File: config.mk
export PLATFORM = sky130hd
export DESIGN_NAME = rx_cmd_parser
export DESIGN_NICKNAME = d
export VERILOG_FILES = /design/src/rtl/rx_cmd_parser_pkg.sv /design/src/rtl/rx_cmd_parser_frame_timeout_counter.sv /design/src/rtl/rx_cmd_parser.sv
export SDC_FILE = /design/constraint.sdc
export NUM_CORES = 1
export LEC_CHECK = 0
export BUFFER_PORTS_ARGS = -buffer_cell sky130_fd_sc_hd__buf_2
export CELL_PAD_IN_SITES_DETAIL_PLACEMENT = 0
export CELL_PAD_IN_SITES_GLOBAL_PLACEMENT = 1
export CORE_ASPECT_RATIO = 2
export CORE_MARGIN = 2
export CORE_UTILIZATION = 38
export DETAILED_ROUTE_END_ITERATION = 12
export GPL_TIMING_DRIVEN = 0
export PLACE_DENSITY_LB_ADDON = 0.1
export SYNTH_ARGS = -nofsm -noshare
export SYNTH_HDL_FRONTEND = slang
export SYNTH_SLANG_ARGS = --single-unit
File: constraint.sdc
create_clock -name CLK -period 1.7 [get_ports CLK]
set_clock_uncertainty 0.2 [all_clocks]
set_input_delay 0 -clock CLK [delete_from_list [all_inputs] [get_ports CLK]]
set_output_delay 0 -clock CLK [all_outputs]
set_load 0.05 [all_outputs]
File: src/rtl/rx_cmd_parser_pkg.sv
// Shared definitions for the UART command-frame parser: opcodes, FSM states and
// the fixed register-file addresses that receive ALU operands.
package rx_cmd_parser_pkg;

    localparam logic [7:0] OPC_WR      = 8'hAA;
    localparam logic [7:0] OPC_RD      = 8'hBB;
    localparam logic [7:0] OPC_ALU_OP  = 8'hCC;
    localparam logic [7:0] OPC_ALU_NOP = 8'hDD;

    localparam int unsigned OPA_ADDR = 0;
    localparam int unsigned OPB_ADDR = 1;

    typedef enum logic [2:0] {
        ST_IDLE,
        ST_WR_ADDR,
        ST_WR_DATA,
        ST_RD_ADDR,
        ST_ALU_OPA,
        ST_ALU_OPB,
        ST_ALU_FUN
    } state_t;

endpackage

File: src/rtl/rx_cmd_parser_frame_timeout_counter.sv
// Inter-byte watchdog: counts cycles while a frame is open and flags the cycle on
// which the gap since the last byte reaches TIMEOUT_CYCLES.
module rx_cmd_parser_frame_timeout_counter #(
    parameter int unsigned TIMEOUT_CYCLES = 1023
) (
    input  logic clk,
    input  logic rst_n,
    input  logic clear,
    input  logic enable,
    output logic expired
);

    localparam int unsigned CW = $clog2(TIMEOUT_CYCLES + 1);

    logic [CW-1:0] count;

    always_ff @(posedge clk or negedge rst_n) begin
        if (!rst_n) begin
            count <= '0;
        end else if (clear || !enable || expired) begin
            count <= '0;
        end else begin
            count <= count + CW'(1);
        end
    end

    // Flag one cycle early so the abort lands exactly TIMEOUT_CYCLES after the last byte.
    assign expired = enable && (count == CW'(TIMEOUT_CYCLES - 1));

endmodule

File: src/rtl/rx_cmd_parser.sv
// Decodes UART byte streams into register-file and ALU commands, aborting broken
// frames on receiver error, bad opcode or inter-byte timeout.
module rx_cmd_parser
    import rx_cmd_parser_pkg::*;
#(
    parameter int unsigned ADDR_WIDTH     = 4,
    parameter int unsigned DATA_WIDTH     = 8,
    parameter int unsigned FUN_WIDTH      = 4,
    parameter int unsigned TIMEOUT_CYCLES = 1023
) (
    input  logic                  CLK,
    input  logic                  Reset,
    input  logic [DATA_WIDTH-1:0] Rx_P_Data,
    input  logic                  Rx_Data_valid,
    input  logic                  Rx_frame_error,
    output logic [ADDR_WIDTH-1:0] RF_Address,
    output logic [DATA_WIDTH-1:0] RF_WrData,
    output logic                  RF_WrEn,
    output logic                  RF_RdEn,
    output logic [FUN_WIDTH-1:0]  ALU_FUN,
    output logic                  ALU_EN,
    output logic                  ALU_CLK_EN,
    output logic                  Cmd_done,
    output logic                  Frame_abort
);

    state_t state;
    logic   in_frame;
    logic   expired;

    assign in_frame = (state != ST_IDLE);

    rx_cmd_parser_frame_timeout_counter #(
        .TIMEOUT_CYCLES(TIMEOUT_CYCLES)
    ) u_timeout (
        .clk    (CLK),
        .rst_n  (Reset),
        .clear  (Rx_Data_valid),
        .enable (in_frame),
        .expired(expired)
    );

    always_ff @(posedge CLK or negedge Reset) begin
        if (!Reset) begin
            state       <= ST_IDLE;
            RF_Address  <= '0;
            RF_WrData   <= '0;
            RF_WrEn     <= 1'b0;
            RF_RdEn     <= 1'b0;
            ALU_FUN     <= '0;
            ALU_EN      <= 1'b0;
            ALU_CLK_EN  <= 1'b0;
            Cmd_done    <= 1'b0;
            Frame_abort <= 1'b0;
        end else begin
            RF_WrEn     <= 1'b0;
            RF_RdEn     <= 1'b0;
            ALU_EN      <= 1'b0;
            Cmd_done    <= 1'b0;
            Frame_abort <= 1'b0;
            // Clock gate follows ALU_FUN residency, which also covers the ALU_EN cycle.
            ALU_CLK_EN  <= (state == ST_ALU_FUN);

            if (in_frame && Rx_frame_error) begin
                Frame_abort <= 1'b1;
                ALU_CLK_EN  <= 1'b0;
                state       <= ST_IDLE;
            end else if (Rx_Data_valid && !Rx_frame_error) begin
                case (state)
                    ST_IDLE: begin
                        case (Rx_P_Data)
                            OPC_WR:      state <= ST_WR_ADDR;
                            OPC_RD:      state <= ST_RD_ADDR;
                            OPC_ALU_OP:  state <= ST_ALU_OPA;
                            OPC_ALU_NOP: begin
                                state      <= ST_ALU_FUN;
                                ALU_CLK_EN <= 1'b1;
                            end
                            default:     Frame_abort <= 1'b1;
                        endcase
                    end
                    ST_WR_ADDR: begin
                        RF_Address <= Rx_P_Data[ADDR_WIDTH-1:0];
                        state      <= ST_WR_DATA;
                    end
                    ST_WR_DATA: begin
                        RF_WrData <= Rx_P_Data;
                        RF_WrEn   <= 1'b1;
                        Cmd_done  <= 1'b1;
                        state     <= ST_IDLE;
                    end
                    ST_RD_ADDR: begin
                        RF_Address <= Rx_P_Data[ADDR_WIDTH-1:0];
                        RF_RdEn    <= 1'b1;
                        Cmd_done   <= 1'b1;
                        state      <= ST_IDLE;
                    end
                    ST_ALU_OPA: begin
                        RF_Address <= ADDR_WIDTH'(OPA_ADDR);
                        RF_WrData  <= Rx_P_Data;
                        RF_WrEn    <= 1'b1;
                        state      <= ST_ALU_OPB;
                    end
                    ST_ALU_OPB: begin
                        RF_Address <= ADDR_WIDTH'(OPB_ADDR);
                        RF_WrData  <= Rx_P_Data;
                        RF_WrEn    <= 1'b1;
                        ALU_CLK_EN <= 1'b1;
                        state      <= ST_ALU_FUN;
                    end
                    ST_ALU_FUN: begin
                        ALU_FUN  <= Rx_P_Data[FUN_WIDTH-1:0];
                        ALU_EN   <= 1'b1;
                        Cmd_done <= 1'b1;
                        state    <= ST_IDLE;
                    end
                    default: state <= ST_IDLE;
                endcase
            end else if (expired) begin
                Frame_abort <= 1'b1;
                ALU_CLK_EN  <= 1'b0;
                state       <= ST_IDLE;
            end
        end
    end

endmodule

== Word-level counts from Yosys, hierarchy flattened ==
Index checks and enable logic that the tools add are counted.

* Register bits: 35
* Latch bits: 0
* Memory bits (writable): 0
* Memory bits (read-only): 0
* Input bits: 12
* Output and inout port bits: 22
* Logic and storage cells: 73
* Memories: 0

* Add/sub/neg operators: 1
* $mul: 0
* Div/mod/pow operators: 0
* $lt $le $gt $ge: 0
* Equal/unequal tests: 12
* Shift-type cells: 0
* Multiplexer cells: 29
* Bitwise operators: 1
* Reductions and logical operators: 19

{| class="wikitable"
|+ Operators with widths
! cell !! number
|-
| $eq A8 B8 Y1 const B || 4
|-
| $pmux W3 S4 || 2
|-
| $mux W1 || 21
|-
| $pmux W4 S3 || 1
|-
| $add A10 B1 Y10 const B || 1
|-
| $eq A10 B10 Y1 const B || 1
|-
| $mux W10 || 1
|-
| $eq A3 B3 Y1 const B || 3
|-
| $mux W3 || 3
|-
| $reduce_and A3 Y1 || 3
|-
| $reduce_bool A3 Y1 || 3
|-
| $ne A7 B3 Y1 const B || 1
|-
| $eq A3 B2 Y1 const B || 2
|-
| $reduce_or A3 Y1 || 2
|-
| $reduce_or A4 Y1 || 1
|-
| $eq A3 B1 Y1 const B || 1
|-
| $logic_and A1 B1 Y1 || 3
|-
| $logic_not A3 Y1 || 1
|-
| $logic_not A1 Y1 || 2
|-
| $logic_or A1 B1 Y1 || 2
|-
| $pmux W1 S2 || 1
|-
| $reduce_and A2 Y1 || 1
|-
| $reduce_or A2 Y1 || 1
|-
| $not A1 Y1 || 1
|}

== Logic depth before layout (Yosys ltp) ==
* Depth after elaboration: 6
* Mapped depth: 7
* Depth with buffers taken out: 6

== Modules after synthesis ==
From an unflattened synthesis, not the netlist that was laid out.

* Cell total of the unflattened synthesis: 162
* Area total of the unflattened synthesis: 1737.9 µm²

{| class="wikitable"
|+ By module, submodules not included
! module !! instances !! cells each !! area each (µm²) !! sequential area each (µm²)
|-
| rx_cmd_parser || 1 || 108 || 1226.2 || 625.6
|-
| rx_cmd_parser_frame_timeout_counter || 1 || 54 || 511.7 || 250.2
|}

== Worst setup path after synthesis ==
OpenSTA, ideal clock, no wires.

* Kind: register -> register
* From: reg state[0]
* To: reg state[0]
* Library setup time: 0.079 ns
* Arrival time: 1.370 ns
* Data required time: 1.421 ns
* Setup slack: 0.051 ns
* Cell stages (with the launch flop): 6
* Path buffers: 1
* Clock period less this slack: 1.649 ns
* Path through: dfrtp_1 > buf_2 > or3_1 > a21o_1 > o22ai_2 > mux2i_1

* Cells in the longest elaborated chain, start to end: 4
* Elaborated cells between the ends (all ways): 13
* Classes of those cells: eq/ne: 4; mux: 3; reduce/logical: 6

{| class="wikitable"
|+ Ends and longest elaborated chain
! item !! RTL line !! RTL
|-
| start, declared || rx_cmd_parser.sv:27 || <nowiki>state_t state;</nowiki>
|-
| start signal, assigned || rx_cmd_parser.sv:45 || <nowiki>state <= ST_IDLE;</nowiki>
|-
| start signal, assigned || rx_cmd_parser.sv:67 || <nowiki>state <= ST_IDLE;</nowiki>
|-
| start signal, assigned || rx_cmd_parser.sv:72 || <nowiki>OPC_WR: state <= ST_WR_ADDR;</nowiki>
|-
| $eq A3 B3 Y1, or another cell as far along || rx_cmd_parser.sv:69 || <nowiki>case (state)</nowiki>
|-
| $pmux W3 S4, or another cell as far along || rx_cmd_parser.sv:69 ||
|-
| $mux W3, or another cell as far along || rx_cmd_parser.sv:68 || <nowiki>end else if (Rx_Data_valid && !Rx_frame_error) begin</nowiki>
|-
| $mux W3 / $reduce_and A2 Y1 (equally long branches) || n/a ||
|}

Parallel ways exist; a longest one is shown, timed or not.
A chain may end at the register's enable or synchronous reset.

== Final worst setup path ==
* From: reg state[1]
* To: reg state[0]

Same word-level chain as after synthesis.

==> results.ini <==
[routing]
ant_nets = 0
drt_iter0_drc = 27
top_layer_used = met4
routed-wl-met2_um = 2450
met1_length_um = 1590
via_count = 1415
met3_wirelength_um = 109
wl_um = 4220
wl_per_cell_um = 15.5
via_per_inst = 5.18
drcViolationCount = 0
dr.pass1.iters = 4

[sta]
tns_ns = -0.0293
rsz0062_at_grt = true
hold_slack_ns = -0.0168
setup_viol = 1
drv_slew = 0
slew-limit-headroom_pct = 45.8
fin_ws_ns = -0.0293
hold_viol_final = 1
period_minus_slack_ns = 1.73
max_slew.worst_pin.slew_ns = 0.813
period_share_pct = 102
clock.fmax_mhz = 578

[setup_path]
reg2reg_depth = 5
crit_required_ns = 1.71
crit_chain = buf_6 > or3_4 > a21o_1 > o22ai_2 > mux2i_1
startpoint_type = flip-flop
path_depth = 5
cp_slowest_stage_delay_ns = 0.39
critical-path-top-delay-family = simple AND/OR/NAND/NOR gates
crit_fanout = 8
cp-endpoint = state[0]$_DFFE_PN0P_
regToRegStartpoint = state[1]$_DFFE_PN0P_
reg2reg_to = state[0]$_DFFE_PN0P_
crit_start = state[1]$_DFFE_PN0P_
worstSetupPathType = flip-flop to flip-flop
worstPathArrival_ns = 1.74
crit_slowest_cell = or3_4
endpoint_kind = flip-flop
cp.buffers_inverters = 1
worst-r2r-setup-slack_ns = -0.03

[global_routing]
antenna_found_initial = 0
grt.total_usage_pct = 17.5
grt_pass1_wl_um = 6670
grt.overflow.total = 0
grt_pass1_vias = 1425
grt_max_degree = 36

[place]
dpl_cell_area_mm2 = 0.00192
globalplace.congestion = 0.886
io_buffer_count = 33
dp_hpwl_um = 2830

[clocking]
cts-htree-levels = 2
cts_tree = yes
clk_path_buf_depth = 2
clkSinkCount = 35
path_clk_slew_ns = 0.07
numCtsBuffers = 5
insertion_delay_ns = 0.29
root_buffer = clkbuf_8

[die]
fp.dieH_um = 98.2
die_x_um = 51.1
core_mm2 = 0.00430
io_pins = 34
die_area_mm2 = 0.00502
rows = 34
start_util_pct = 39.3

[layout]
fill_cells = 391
nets = 232
antenna_cells = 0
final_area_mm2 = 0.00238
drive_above_1_share_pct = 45.7
area_delta_synth_final_pct = 41.2

[synth]
post_synth_num_cell_types = 46
yosys-mux-area-fraction_pct = 9.27
synthCells = 151
synth_edf_count = 0
synth-main-ff-cell = dfrtp_1
yosys.area_share.simple_pct = 20.3
synth_area_per_cell_um2 = 11.2
synthAdderAreaFrac_pct = 1.48
synth_compound_area_share_pct = 9.50
synth_xor_area_share_pct = 4.67
yosysWarnings = 0
synth_top_family_by_area = simple AND/OR/NAND/NOR gates
synth_nets = 165
async_reset_ff_share_pct = 100
ys_seq_area_share_pct = 51.9
netlist_area_mm2 = 0.00169
ys_ff_latch = 35

[min_path]
hold_path.class = primary input to flip-flop
min-delay-start = Rx_frame_error

[pwr]
peakVddDrop_v = 0.00138
p_total_mw = 3.32
power.density_mw_per_mm2 = 1390
p_leak_nw = 1.13

[status]
violations = hold timing, setup timing
outcome = finished with violations

[run]
cap_violations = 0

-- worst min-delay path, cell delays in order --
cell	delay (ns)
buf_2	0.11
nor2b_2	0.04
buf_6	0.14
nand2_4	0.09
a21oi_1	0.04
-- cell usage in the layout (no fill, tap or decap), drive strengths merged, types with 2 or more instances in the layout --
cell and instances:
nor2b 4, xnor2 2, nand4bb 2, nor3b 2
nor3 4, clkbuf 7, ha 2, a211oi 2
nor2 16, a31oi 4, nor4 2, o21ai 3
dlygate4sd3 12, a21oi 6, mux2 13, buf 52
inv 3, dfrtp 35, xor2 7, nand2 13
nand4 3, nand3 6, or3 2
-- synthesized netlist by cell type (all sizes together) (3+ instances only) --
cell	number	area, um^2
nor3	4	20.0
nand2	12	55.1
dfrtp	35	876
nor2	16	60.1
a21oi	6	30.0
buf	5	32.5
nor2b	4	27.5
nand4	3	18.8
inv	3	11.3
nand3	6	30.0
a31oi	4	25.0
o21ai	3	15.0
xor2	7	61.3
mux2	13	146
-- layout make-up --
type | instances | area [um^2] | area share, %
timing repair buffer | 59 | 394 | 16.5
tap | 54 | 67.6 | 2.84
buffer | 6 | 53.8 | 2.26
multi-input combinational | 108 | 858 | 36.0
inverter | 3 | 11.3 | 0.473
sequential | 35 | 880 | 36.9
clock buffer | 6 | 82.6 | 3.47
clock inverter | 2 | 35.0 | 1.47
-- sequential cells by signal, indices dropped and copies added, names as in the netlist --
register	cells
RF_RdEn	1
Frame_abort	1
RF_WrData	8
Cmd_done	1
RF_WrEn	1
RF_Address	4
u_timeout.count	10
ALU_FUN	4
ALU_CLK_EN	1
state	3
ALU_EN	1
-- logic make-up (layout without fill, tap and decap cells) --
logic type | count (synthesis) | in the layout
XOR/XNOR | 9 | 9
adder cells (fa/ha/maj) | 2 | 2
multiplexers | 14 | 14
AO/OA/AOI/OAI | 23 | 23
flip-flops | 35 | 35
buffers and inverters | 9 | 76
AND/OR/NAND/NOR | 59 | 60
-- what timing repair did --
action	in CTS	in global routing
setup endpoints to repair	21	20
resized for setup	12	20
endpoints found under the hold margin	65	0
pin swaps	4	5
hold buffers	12	0
gates cloned	0	2
setup buffers	2	11
-- routing by layer --
layer	global-route usage, %	vias up
met5	0	-
met4	6.86	0
met3	3.82	5
met2	32.0	21
met1	18.7	714
li1	-	675
-- worst min path at each step --
stage | end | slack (ns) | depth (start not counted)
2_1_floorplan | ALU_CLK_EN$_DFF_PN0_ | -0.50 | 0
3_3_place_gp | ALU_EN$_DFF_PN0_ | -0.09 | 1
3_5_place_dp | ALU_EN$_DFF_PN0_ | -0.07 | 1
4_1_cts | Cmd_done$_DFF_PN0_ | -0.02 | 5
5_1_grt | Cmd_done$_DFF_PN0_ | 0.009 | 5
6_report | Cmd_done$_DFF_PN0_ | -0.02 | 5
-- power by group --
part	switching, mW	total [mW]	internal [mW]
logic	0.972	1.47	0.494
registers	0.0770	1.08	1.00
clock network	0.302	0.776	0.474
total	1.35	3.32	1.97
-- metrics by stage --
step / setup slack [ns] / instances / utilization [%]
after floorplan: 0.0511 / 151 / -
after global placement: -0.135 / 238 / 44.7
after detailed placement: -0.161 / 238 / 44.7
after CTS: -0.0103 / 260 / 51.6
after global routing: -0.0993 / 273 / 55.4
final: -0.0293 / 273 / 55.4
Power figures use the tool's default switching activity.
